--- src/rtl/wb_queue.sv ---
`default_nettype none
// wb_queue: in-order write-back FIFO feeding the register-file write port,
// with youngest-wins forwarding of pending writes to two read ports.
module wb_queue #(
  parameter int DEPTH = 4,
  parameter int CW    = $clog2(DEPTH) + 1
) (
  input  logic          clk,
  input  logic          rst_n,
  input  logic          in_valid,
  output logic          in_ready,
  input  logic [4:0]    in_reg,
  input  logic [31:0]   in_data,
  input  logic          hold,
  output logic          we,
  output logic [4:0]    wreg,
  output logic [31:0]   wdata,
  input  logic [4:0]    rreg1,
  input  logic [4:0]    rreg2,
  output logic          fwd1_hit,
  output logic          fwd2_hit,
  output logic [31:0]   fwd1_data,
  output logic [31:0]   fwd2_data,
  output logic [CW-1:0] count,
  output logic          empty,
  output logic          full
);

  localparam int AW = $clog2(DEPTH);

  logic [4:0]    reg_mem  [DEPTH];
  logic [31:0]   data_mem [DEPTH];
  logic [AW-1:0] head;
  logic [AW-1:0] tail;
  logic          push;
  logic          pop;

  assign empty    = (count == '0);
  assign full     = (count == CW'(DEPTH));
  assign in_ready = !full;

  // Writes to r0 complete the handshake but never occupy a slot.
  assign push = in_valid && in_ready && (in_reg != 5'd0);
  assign pop  = !empty && !hold;

  always_ff @(posedge clk) begin
    if (push) begin
      reg_mem[tail]  <= in_reg;
      data_mem[tail] <= in_data;
    end
  end

  always_ff @(posedge clk or negedge rst_n) begin
    if (!rst_n) begin
      head  <= '0;
      tail  <= '0;
      count <= '0;
      we    <= 1'b0;
      wreg  <= 5'd0;
      wdata <= 32'd0;
    end else begin
      we <= pop;
      if (pop) begin
        wreg  <= reg_mem[head];
        wdata <= data_mem[head];
        head  <= head + AW'(1);
      end
      if (push) begin
        tail <= tail + AW'(1);
      end
      if (push && !pop) begin
        count <= count + CW'(1);
      end else if (pop && !push) begin
        count <= count - CW'(1);
      end
    end
  end

  generate
    for (genvar k = 0; k < 2; k++) begin : g_fwd
      logic [4:0]  rr;
      logic        hit;
      logic [31:0] data;

      assign rr = (k == 0) ? rreg1 : rreg2;

      // Scan oldest to youngest so the youngest match overwrites earlier ones;
      // the output stage is older than every FIFO entry, so it goes first.
      always_comb begin
        hit  = 1'b0;
        data = 32'd0;
        if (rr != 5'd0) begin
          if (we && (wreg == rr)) begin
            hit  = 1'b1;
            data = wdata;
          end
          for (int i = 0; i < DEPTH; i++) begin
            if ((CW'(i) < count) && (reg_mem[head + AW'(i)] == rr)) begin
              hit  = 1'b1;
              data = data_mem[head + AW'(i)];
            end
          end
        end
      end
    end
  endgenerate

  assign fwd1_hit  = g_fwd[0].hit;
  assign fwd1_data = g_fwd[0].data;
  assign fwd2_hit  = g_fwd[1].hit;
  assign fwd2_data = g_fwd[1].data;

endmodule
`default_nettype wire

--- config.mk ---
export PLATFORM = sky130hd
export DESIGN_NAME = wb_queue
export DESIGN_NICKNAME = d
export VERILOG_FILES = /design/src/rtl/wb_queue.sv
export SDC_FILE = /design/constraint.sdc
export NUM_CORES = 1
export LEC_CHECK = 0
export ABC_AREA = 1
export BUFFER_PORTS_ARGS = -buffer_cell sky130_fd_sc_hd__buf_4
export CORE_MARGIN = 2
export CORE_UTILIZATION = 55
export DETAILED_ROUTE_END_ITERATION = 8
export PLACE_DENSITY = 0.77
export SYNTH_ARGS = -nofsm -noshare
export SYNTH_HDL_FRONTEND = slang
export SYNTH_SLANG_ARGS = --single-unit
--- constraint.sdc ---
create_clock -name clk -period 4.1 [get_ports clk]
set_input_delay 0.41 -clock clk [delete_from_list [all_inputs] [get_ports clk]]
set_output_delay 0.41 -clock clk [all_outputs]
set_load 0.02 [all_outputs]
==> impl_metrics.toml <==
[global_routing]
grt_overflow = 0
grt_pass1_vias = 13000
grt_pass1_wl_um = 74200
grt_max_degree = 188
track_usage = 0.344
antenna_found_initial = 0

[detailed_routing]
firstDrtPassIters = 6
wl_per_cell_um = 18.8
viasPerCell = 5.77
vias = 14900
ant_nets = 0
wl_um = 48500
drc = 0
dr.first_iter.drc_count = 1869

[timing]
relSlewSlack = 0.346
max_freq_mhz = 260
drv_slew = 0
period_share = 0.937
setup_viol_count_final = 0
tightest_slew_ps = 979
clock_skew_ps = 14.0
tns_ps = 0
rsz0062_at_grt = "false"
hold-worst-slack_ps = 160
hold_viol_final = 0
min_period_ps = 3840

[pwr]
ir_worst_vdd_mv = 0.754
leakage_nw = 7.55
p_per_area_mw_per_mm2 = 862

[setup_path]
r2r-start = "head[0]$_DFFE_PN0P_"
crit_path_start_kind = "flip-flop"
critPathKind = "reg -> out"
rrSetupSlack_ps = 1600
cp.arrival_ps = 3430
cp.required_ps = 3690
r2r-end = "wdata[27]$_DFFE_PN0P_"
worst_setup_path_end_kind = "output port"
crit_fanout = 37
ff2ff_path_depth = 7

[floorplanning]
start_util = 0.557
core_area_mm2 = 0.0258
die_h_um = 166
dieArea_mm2 = 0.0275
rows = 59
die_w_um = 166
ios = 161

[yosys]
synth_area_leaders = "edfxtp_1 (31%), nand2_1 (17%), o21ai_0 (10%)"
ys_ff_latch = 193
ys_async_sr_fraction = 0.233
synth_ff_type = "edfxtp_1"
yosys.cell_types.count = 36
syn_area_per_cell_um2 = 6.66
syn_nets = 2220
syn_inst = 2160
synth-edff-count = 148
syn_area_mm2 = 0.0144
yosysWarnings = 0
yosys.area.top_type_share = 0.309
synth.largest_area_cell = "edfxtp_1"
seq_area_frac_synth = 0.387

[cts]
post-cts-setup-buffer-count = 0
clock_latency_ps = 440
cts_buffer_depth = 2
cts.sinks = 193
numCtsBuffers = 17
cts.clk_slew.worst_paths_ps = 80
cts_tree = "built"
cts.htree.levels = 4
cts_root_buf = "clkbuf_16"

[worst_hold_path]
hold_end = "data_mem[0][10]$_DFFE_PP_"
min-delay-start = "in_data[10]"
hp-class = "in -> reg"
holdPathStages = 1

[status]
status = "finished, final reports clean"

[cells_and_area]
fillers = 2358
drive_above_1_share = 0.125
register_area_mm2 = 0.00557
syn2layout_area_growth_pct = 13.8
nets = 2292
num_antenna_cells = 0
design_area_mm2 = 0.0164
multi_input_area_mm2 = 0.00745

[placement]
place_congestion = 1.06
placed_area_mm2 = 0.0157
dpl.hpwl_um = 34600
port_buffers = 160

[run]
drv_cap = 0
==> cell usage after synthesis, types with 10 or more instances <==
| cell | instances |
|---|---|
| nand4_1 | 37 |
| inv_1 | 169 |
| nand3_1 | 188 |
| o21ai_0 | 288 |
| edfxtp_1 | 148 |
| clkbuf_1 | 72 |
| buf_2 | 50 |
| a21oi_2 | 10 |
| xor2_1 | 11 |
| nor2_1 | 286 |
| a21oi_1 | 62 |
| o21ai_1 | 31 |
| dfrtp_1 | 45 |
| or2_0 | 27 |
| nand2_1 | 652 |
| buf_6 | 12 |
==> cell usage in the layout, fill, tap and decap left out, types with 4 or more instances in the layout <==
master     count
buf_4        192
nor3_1         4
nand4_1       37
a21oi_1       62
o21ai_1       32
nand2_1      652
edfxtp_1     148
inv_8          5
or2_2          4
nor2_2         7
nor2_4         5
o21ai_0      287
nand3_1      187
clkinv_8       4
xor2_1        11
or2_0         27
dfrtp_1       44
ha_1           9
nor2_1       281
clkbuf_16     17
o22ai_1        6
clkinv_4       4
a21oi_2       10
buf_12        10
inv_1        169
nand3_2        6
o21ai_2        4
==> sequential cells by signal, indices dropped and copies added (netlist names) <==
register  flops
wreg          5
reg_mem      20
data_mem    128
tail          2
head          2
count         3
we            1
wdata        32
==> layout make-up <==
type                    instances  share of cell area
clock buffers                  17              0.0260
clock inverters                15              0.0116
inverters                     174              0.0403
multi-input cells            1643               0.455
flip-flops and latches        193               0.340
well taps                     335              0.0256
repair buffers                203               0.101
==> layer usage <==
metal,share of wire,global-route usage
met2,0.43,0.519
met5,0,0
met1,0.44,0.503
met3,0.11,0.0717
met4,0.028,0.102
==> through the flow <==
step                      std cells  worst slack (ps)  total power, mW  utilization
after floorplan                2160               656             9.03            -
after global placement         2547               714             12.0        0.609
after detailed placement       2547               713             12.1        0.609
after CTS                      2580               265             13.9        0.634
after global routing           2580              15.3             15.1        0.634
final                          2580               259             14.1        0.634
==> cells by family (layout without fill, tap and decap cells) <==
group,count (synthesis),after routing,synth area share
muxes,2,2,0.00139
AOI/OAI and AO/OA,404,404,0.145
xor gates and xnor gates,14,14,0.0103
buffers and inverters,324,409,0.0978
adders and majority gates,9,9,0.00783
DFF,193,193,0.387
and+or+nand+nor,1214,1214,0.350
==> timing repair <==
action / in CTS / in global routing
endpoints found under the setup margin: 0 / 2
endpoints found under the hold margin: 11 / 0
gates resized for setup: 0 / 1
hold buffers: 1 / 0
==> power by group <==
group | total (mW) | switching (mW) | internal (mW)
logic | 9.35 | 6.60 | 2.75
clock network | 1.74 | 0.861 | 0.882
registers | 3.02 | 0.379 | 2.64
total | 14.1 | 7.84 | 6.28
==> critical path: stages, from the launching register on <==
cell     delay [ps]
dfrtp_4         660
inv_4           300
nand2_1         110
nand3_1         180
nand2_1         180
nand2_1         100
nand2_1          60
nor2_2          130
buf_4           370
nand4_1         130
nand3_1         110
nand3_1          80
a21oi_1         350
buf_4           220
==> worst max-delay path by stage <==
stage	startpoint	to	slack, ps	cells past startpoint
global route	head[0]$_DFFE_PN0P_	fwd2_data[18]	20	11
global placement	rreg1[3]	fwd1_data[31]	710	12
finish	head[0]$_DFFE_PN0P_	fwd1_data[3]	260	13
CTS	head[0]$_DFFE_PN0P_	fwd1_data[29]	260	10
detailed placement	rreg1[3]	fwd1_data[31]	710	12
floorplan	count[0]$_DFFE_PN0P_	data_mem[0][0]$_DFFE_PP_	660	7
Power figures use the tool's default switching activity.
